**src/rtl/poc_exec_pkg.sv**
```systemverilog
// Shared encodings for the PoC execution unit: ALU opcodes, command kinds
// and the memory-port state type.
package poc_exec_pkg;

  localparam logic [3:0] ALU_PASS_A = 4'd0;
  localparam logic [3:0] ALU_PASS_B = 4'd1;
  localparam logic [3:0] ALU_ADD    = 4'd2;
  localparam logic [3:0] ALU_SUB    = 4'd3;
  localparam logic [3:0] ALU_MUL    = 4'd4;
  localparam logic [3:0] ALU_SHR1   = 4'd5;
  localparam logic [3:0] ALU_SHL1   = 4'd6;
  localparam logic [3:0] ALU_INC    = 4'd7;
  localparam logic [3:0] ALU_DEC    = 4'd8;
  localparam logic [3:0] ALU_AND    = 4'd9;
  localparam logic [3:0] ALU_OR     = 4'd10;
  localparam logic [3:0] ALU_CLR    = 4'd11;

  localparam logic [1:0] KIND_ALU   = 2'd0;
  localparam logic [1:0] KIND_LOAD  = 2'd1;
  localparam logic [1:0] KIND_STORE = 2'd2;
  localparam logic [1:0] KIND_NOP   = 2'd3;

  typedef enum logic {
    ST_IDLE = 1'b0,
    ST_MEM  = 1'b1
  } state_t;

endpackage

```
**src/rtl/poc_exec_alu.sv**
```systemverilog
// Combinational ALU of the PoC execution unit; all arithmetic wraps modulo
// 2^DATA_W and the flags describe the result.
module poc_exec_alu
  import poc_exec_pkg::*;
#(
  parameter int DATA_W = 18
) (
  input  logic [DATA_W-1:0] a,
  input  logic [DATA_W-1:0] b,
  input  logic [3:0]        op,
  output logic [DATA_W-1:0] result,
  output logic              zero,
  output logic              neg,
  output logic              lsb
);

  // Opcodes 12-15 are reserved and fall through to PASS_A.
  always_comb begin
    result = a;
    case (op)
      ALU_PASS_A: result = a;
      ALU_PASS_B: result = b;
      ALU_ADD:    result = a + b;
      ALU_SUB:    result = a - b;
      ALU_MUL:    result = a * b;
      ALU_SHR1:   result = a >> 1;
      ALU_SHL1:   result = a << 1;
      ALU_INC:    result = a + DATA_W'(1);
      ALU_DEC:    result = a - DATA_W'(1);
      ALU_AND:    result = a & b;
      ALU_OR:     result = a | b;
      ALU_CLR:    result = '0;
      default:    result = a;
    endcase
  end

  assign zero = (result == '0);
  assign neg  = result[DATA_W-1];
  assign lsb  = result[0];

endmodule

```
**src/rtl/poc_exec_unit.sv**
```systemverilog
// PoC execution unit: register file, accumulator, ALU flags and a handshaked
// data-memory port with an optional request timeout.
module poc_exec_unit
  import poc_exec_pkg::*;
#(
  parameter int DATA_W      = 18,
  parameter int ADDR_W      = 16,
  parameter int NUM_REGS    = 8,
  parameter int MEM_TIMEOUT = 255,
  localparam int RIDX_W     = $clog2(NUM_REGS)
) (
  input  logic              clk,
  input  logic              rst,
  input  logic              cmd_valid,
  output logic              cmd_ready,
  input  logic [1:0]        cmd_kind,
  input  logic [3:0]        cmd_alu_op,
  input  logic [RIDX_W-1:0] cmd_src_a,
  input  logic              cmd_b_imm,
  input  logic [DATA_W-1:0] cmd_imm,
  input  logic [RIDX_W-1:0] cmd_dst,
  input  logic              cmd_wr_reg,
  input  logic              cmd_wr_ac,
  output logic              done,
  output logic              mem_req,
  output logic              mem_we,
  output logic [ADDR_W-1:0] mem_addr,
  output logic [DATA_W-1:0] mem_wdata,
  input  logic              mem_ack,
  input  logic [DATA_W-1:0] mem_rdata,
  output logic [DATA_W-1:0] ac,
  output logic              zero,
  output logic              neg,
  output logic              lsb,
  output logic              err
);

  // The wait counter only has to reach MEM_TIMEOUT-1; the timeout fires on
  // the edge that would otherwise start request cycle MEM_TIMEOUT+1.
  localparam int CNT_W   = (MEM_TIMEOUT > 1) ? $clog2(MEM_TIMEOUT) : 1;
  localparam int TO_LAST = (MEM_TIMEOUT > 0) ? MEM_TIMEOUT - 1 : 0;

  state_t              state;
  logic [DATA_W-1:0]   regs [NUM_REGS];
  logic [RIDX_W-1:0]   load_dst;
  logic [CNT_W-1:0]    wait_cnt;

  logic [DATA_W-1:0]   opnd_a;
  logic [DATA_W-1:0]   opnd_b;
  logic [DATA_W-1:0]   alu_result;
  logic                alu_zero;
  logic                alu_neg;
  logic                alu_lsb;
  logic [DATA_W-1:0]   addr_sum;
  logic                timeout_hit;

  assign opnd_a   = regs[cmd_src_a];
  assign opnd_b   = cmd_b_imm ? cmd_imm : ac;
  assign addr_sum = opnd_a + cmd_imm;

  assign cmd_ready = (state == ST_IDLE);
  assign mem_req   = (state == ST_MEM);

  assign timeout_hit = (MEM_TIMEOUT != 0) && (wait_cnt == CNT_W'(TO_LAST));

  poc_exec_alu #(
    .DATA_W (DATA_W)
  ) u_alu (
    .a      (opnd_a),
    .b      (opnd_b),
    .op     (cmd_alu_op),
    .result (alu_result),
    .zero   (alu_zero),
    .neg    (alu_neg),
    .lsb    (alu_lsb)
  );

  // Register file, accumulator and flags change only on ALU accepts or on a
  // LOAD ack; the memory address/data/direction are held for the whole request.
  always_ff @(posedge clk) begin
    if (rst) begin
      state     <= ST_IDLE;
      done      <= 1'b0;
      mem_we    <= 1'b0;
      mem_addr  <= '0;
      mem_wdata <= '0;
      load_dst  <= '0;
      wait_cnt  <= '0;
      ac        <= '0;
      zero      <= 1'b1;
      neg       <= 1'b0;
      lsb       <= 1'b0;
      err       <= 1'b0;
      for (int i = 0; i < NUM_REGS; i++) begin
        regs[i] <= '0;
      end
    end else begin
      done <= 1'b0;
      case (state)
        ST_IDLE: begin
          if (cmd_valid) begin
            case (cmd_kind)
              KIND_ALU: begin
                if (cmd_wr_reg) begin
                  regs[cmd_dst] <= alu_result;
                end
                if (cmd_wr_ac) begin
                  ac <= alu_result;
                end
                zero <= alu_zero;
                neg  <= alu_neg;
                lsb  <= alu_lsb;
                done <= 1'b1;
              end
              KIND_LOAD, KIND_STORE: begin
                mem_addr <= ADDR_W'(addr_sum);
                mem_we   <= (cmd_kind == KIND_STORE);
                if (cmd_kind == KIND_STORE) begin
                  mem_wdata <= ac;
                end else begin
                  load_dst <= cmd_dst;
                end
                wait_cnt <= '0;
                state    <= ST_MEM;
              end
              default: begin
                done <= 1'b1;
              end
            endcase
          end
        end
        ST_MEM: begin
          if (mem_ack) begin
            if (!mem_we) begin
              regs[load_dst] <= mem_rdata;
            end
            state <= ST_IDLE;
            done  <= 1'b1;
          end else if (timeout_hit) begin
            err   <= 1'b1;
            state <= ST_IDLE;
            done  <= 1'b1;
          end else if (MEM_TIMEOUT != 0) begin
            wait_cnt <= wait_cnt + CNT_W'(1);
          end
        end
        default: begin
          state <= ST_IDLE;
        end
      endcase
    end
  end

endmodule

```
**config.mk**
```make
export PLATFORM = sky130hd
export DESIGN_NAME = poc_exec_unit
export DESIGN_NICKNAME = d
export VERILOG_FILES = /design/src/rtl/poc_exec_pkg.sv /design/src/rtl/poc_exec_alu.sv /design/src/rtl/poc_exec_unit.sv
export SDC_FILE = /design/constraint.sdc
export NUM_CORES = 1
export LEC_CHECK = 0
export BUFFER_PORTS_ARGS = -buffer_cell sky130_fd_sc_hd__buf_4
export CAP_MARGIN = 20
export CORE_UTILIZATION = 36
export DETAILED_ROUTE_END_ITERATION = 10
export HOLD_SLACK_MARGIN = 0.15
export PLACE_DENSITY = 0.52
export SYNTH_ARGS = -nofsm -noshare
export SYNTH_HDL_FRONTEND = slang
export SYNTH_SLANG_ARGS = --single-unit
```
**constraint.sdc**
```tcl
create_clock -name clk -period 13.3 [get_ports clk]
set_clock_uncertainty 0.2 [all_clocks]
set_input_delay 0.665 -clock clk [delete_from_list [all_inputs] [get_ports clk]]
set_output_delay 0.665 -clock clk [all_outputs]
set_load 0.05 [all_outputs]
```
==> flow_metrics.env <==
export IMPL_worst_ep_required_time_ns=13.37
export IMPL_cts_resized=0
export IMPL_place_port_buffers=114
export IMPL_core_mm2=0.04695
export IMPL_synthesis_nets=2119
export IMPL_min_path_type="in2reg"
export IMPL_wl_per_cell_um=22.70
export IMPL_rsz0062_at_grt="no"
export IMPL_antenna_found_initial=0
export IMPL_drc_errors=0
export IMPL_clk_latency_ns=0.55
export IMPL_vias=14038
export IMPL_cts_sinks=214
export IMPL_cts_tree="built"
export IMPL_p_leak_uw=0.008182
export IMPL_ioPinCount=115
export IMPL_tightest_slew_ns=1.061
export IMPL_ir_drop_mv=0.1054
export IMPL_synth_common_cells="nor2_1 (361), inv_1 (195), nand2_1 (170), edfxtp_1 (144), a21oi_1 (120)"
export IMPL_grt_pass1_vias=14181
export IMPL_placed_area_mm2=0.01880
export IMPL_critPathLaunchType="input pin"
export IMPL_synthAdderAreaFrac_pct=19.46
export IMPL_synth_seq_cells=214
export IMPL_start_util_pct=36.78
export IMPL_syn2layout_area_growth_pct=13.43
export IMPL_power_density_mw_per_mm2=128.9
export IMPL_hold_viol=0
export IMPL_post_route_cells_drive_above_1_share_pct=13.77
export IMPL_synth_area_mm2=0.01727
export IMPL_outcome="finished, final reports clean"
export IMPL_overflow=0
export IMPL_synth_area_leaders="edfxtp_1 (25%), fa_1 (13%), dfxtp_1 (8.1%), nor2_1 (7.8%), ha_1 (6.6%)"
export IMPL_yosysTopAreaCell="edfxtp_1"
export IMPL_numCtsBuffers=25
export IMPL_avgSynthCellArea_um2=9.274
export IMPL_clock_path_buffers=3
export IMPL_synth_cells=1862
export IMPL_nets=2215
export IMPL_die_area_mm2=0.04885
export IMPL_place_congestion=0.9493
export IMPL_die_x_um=221.0
export IMPL_fillerInstances=4642
export IMPL_setup_viol_count_final=0
export IMPL_diodes=0
export IMPL_via_per_inst=5.435
export IMPL_first_pass_iters=5
export IMPL_fmax_mhz=118.6
export IMPL_ys_types=75
export IMPL_synth_warnings=0
export IMPL_yosysTopAreaCellShare_pct=25.04
export IMPL_ys_async_sr_fraction_pct=0
export IMPL_path_clk_slew_ns=0.06
export IMPL_synth_compound_area_share_pct=11.04
export IMPL_ys_seq_area_share_pct=33.16
export IMPL_cp_max_fo=44
export IMPL_cts_root_buf="clkbuf_16"
export IMPL_place_hpwl_um=42240
export IMPL_post_synth_top_count_cell="nor2_1"
export IMPL_drt_total_wl_um=58640
export IMPL_multiInputGateArea_mm2=0.01040
export IMPL_holdBufCountCts=0
export IMPL_first_iter_violations=1041
export IMPL_synth_simple_gate_area_share_pct=16.59
export IMPL_die_height_um=221.0
export IMPL_grt_max_degree=77
export IMPL_grt_pass1_wl_um=89270
export IMPL_drv_cap=0
export IMPL_layout_min_cycle_time_ns=8.433
export IMPL_utilization_pct=41.72
export IMPL_crit_type="in2reg"
export IMPL_cp_end_kind="flip-flop"
export IMPL_slew_headroom_pct=29.07
export IMPL_cts_htree_levels=1
export IMPL_slew_viol_final=0
export IMPL_fin_crit_sh_pct=63.41
export IMPL_postCtsSetupBuffers=0
export IMPL_synth_mux_area_share_pct=8.659
export IMPL_antenna_left=0
export IMPL_area_sequential_mm2=0.005725
export IMPL_synthFlopType="edfxtp_1"
export IMPL_grt_total_usage_pct=24.07
export IMPL_synth_top_family_by_area="adder cells"
export IMPL_synth_edff_count=144
export IMPL_crit_arrival_ns=8.50
export IMPL_synth_xor_area_share_pct=4.319
export IMPL_stdcell_area_mm2=0.01959
export IMPL_rows=79
export IMPL_tns_ns=0
## where the power goes
part | internal (uW) | switching (uW) | total (uW)
logic | 415 | 703 | 1120
registers | 734 | 13.0 | 747
clock network | 373 | 287 | 660
## kinds of logic (layout without fill, tap and decap cells)
kind of cell	after synthesis	after routing
and+or+nand+nor	674	674
AOI/OAI and AO/OA	303	303
buffers and inverters	288	402
DFF	214	214
adders and majority gates	202	202
muxes	99	99
xor gates and xnor gates	82	82
## final cells by class
cell class	instances	share of cell area (%)
inverter	202	3.871
tap	607	3.877
clock inverter	14	0.5685
multi-input combinational	1360	53.11
clock buffer	31	3.360
sequential	214	29.23
timing repair buffer	155	5.979
## worst paths after layout
kind / from / end / slack (ns) / cells past startpoint
worst max-delay path: cmd_src_a[2] / regs[4][15] / 4.87 / 25
worst min-delay path: cmd_dst[0] / load_dst[0] / 0.20 / 3
worst max register to register: regs[2][5] / regs[4][15] / 5.31 / 24
worst min register to register: mem_wdata[1] / mem_wdata[1] / 0.26 / 2
## registers in the layout, indices dropped and copies added, names as in the netlist
register,cells
mem_we,1
err,1
mem_wdata,18
mem_req,1
neg,1
lsb,1
ac,18
mem_addr,16
zero,1
done,1
wait_cnt,8
regs,144
load_dst,3
## cells in the final DEF, fill, tap and decap left out, types with 14 or more instances in the layout
master     instances
buf_4            154
o22ai_1           21
o21ai_0           52
mux4_2            25
nand2_1          170
ha_1              91
inv_1            195
nand3_1           16
edfxtp_1         144
nand2b_1          25
xor2_1            24
nor2_1           360
fa_1             111
mux2i_1           48
xnor2_1           56
dfxtp_1           70
a21oi_1          120
nor2b_1           15
or2_2             17
a211oi_1          14
nor3_1            28
clkbuf_16         25
## critical path: stages
cell and delay (ns):
buf_4 0.56, mux2i_1 0.20, mux4_1 0.93, inv_1 0.52, nand2_1 0.14, fa_1 0.51
inv_1 0.05, ha_1 0.29, ha_1 0.22, fa_1 0.46, ha_1 0.29, inv_1 0.04
fa_1 0.47, inv_1 0.05, ha_1 0.31, o21ai_0 0.24, nor2_1 0.12, o31a_1 0.30
o41ai_1 0.40, nor2b_1 0.11, nor2b_1 0.16, o21ai_0 0.40, a32oi_1 0.32, mux2i_1 0.62
nor2_1 0.09
## stage by stage
step / std cells / hold WS [ns] / total power, uW / setup WS [ns]
2_1_floorplan: 1862 / 0.2581 / 1516 / 5.700
3_3_place_gp: 2537 / 0.2439 / 1846 / 4.515
3_5_place_dp: 2537 / 0.2479 / 1855 / 4.493
4_1_cts: 2582 / 0.1783 / 2523 / 5.048
5_1_grt: 2583 / 0.2153 / 2671 / 4.566
6_report: 2583 / 0.2028 / 2525 / 4.867
## routing by layer
| metal | GRT usage, % | vias to the layer above | wire (um) |
|---|---|---|---|
| li1 | - | 6481 | - |
| met1 | 32.33 | 6991 | 25480 |
| met2 | 41.14 | 464 | 28300 |
| met4 | 7.151 | 0 | 1698 |
| met3 | 2.244 | 102 | 3161 |
| met5 | 0 | - | 0 |
Note: power is estimated with default switching activity, not from simulation.
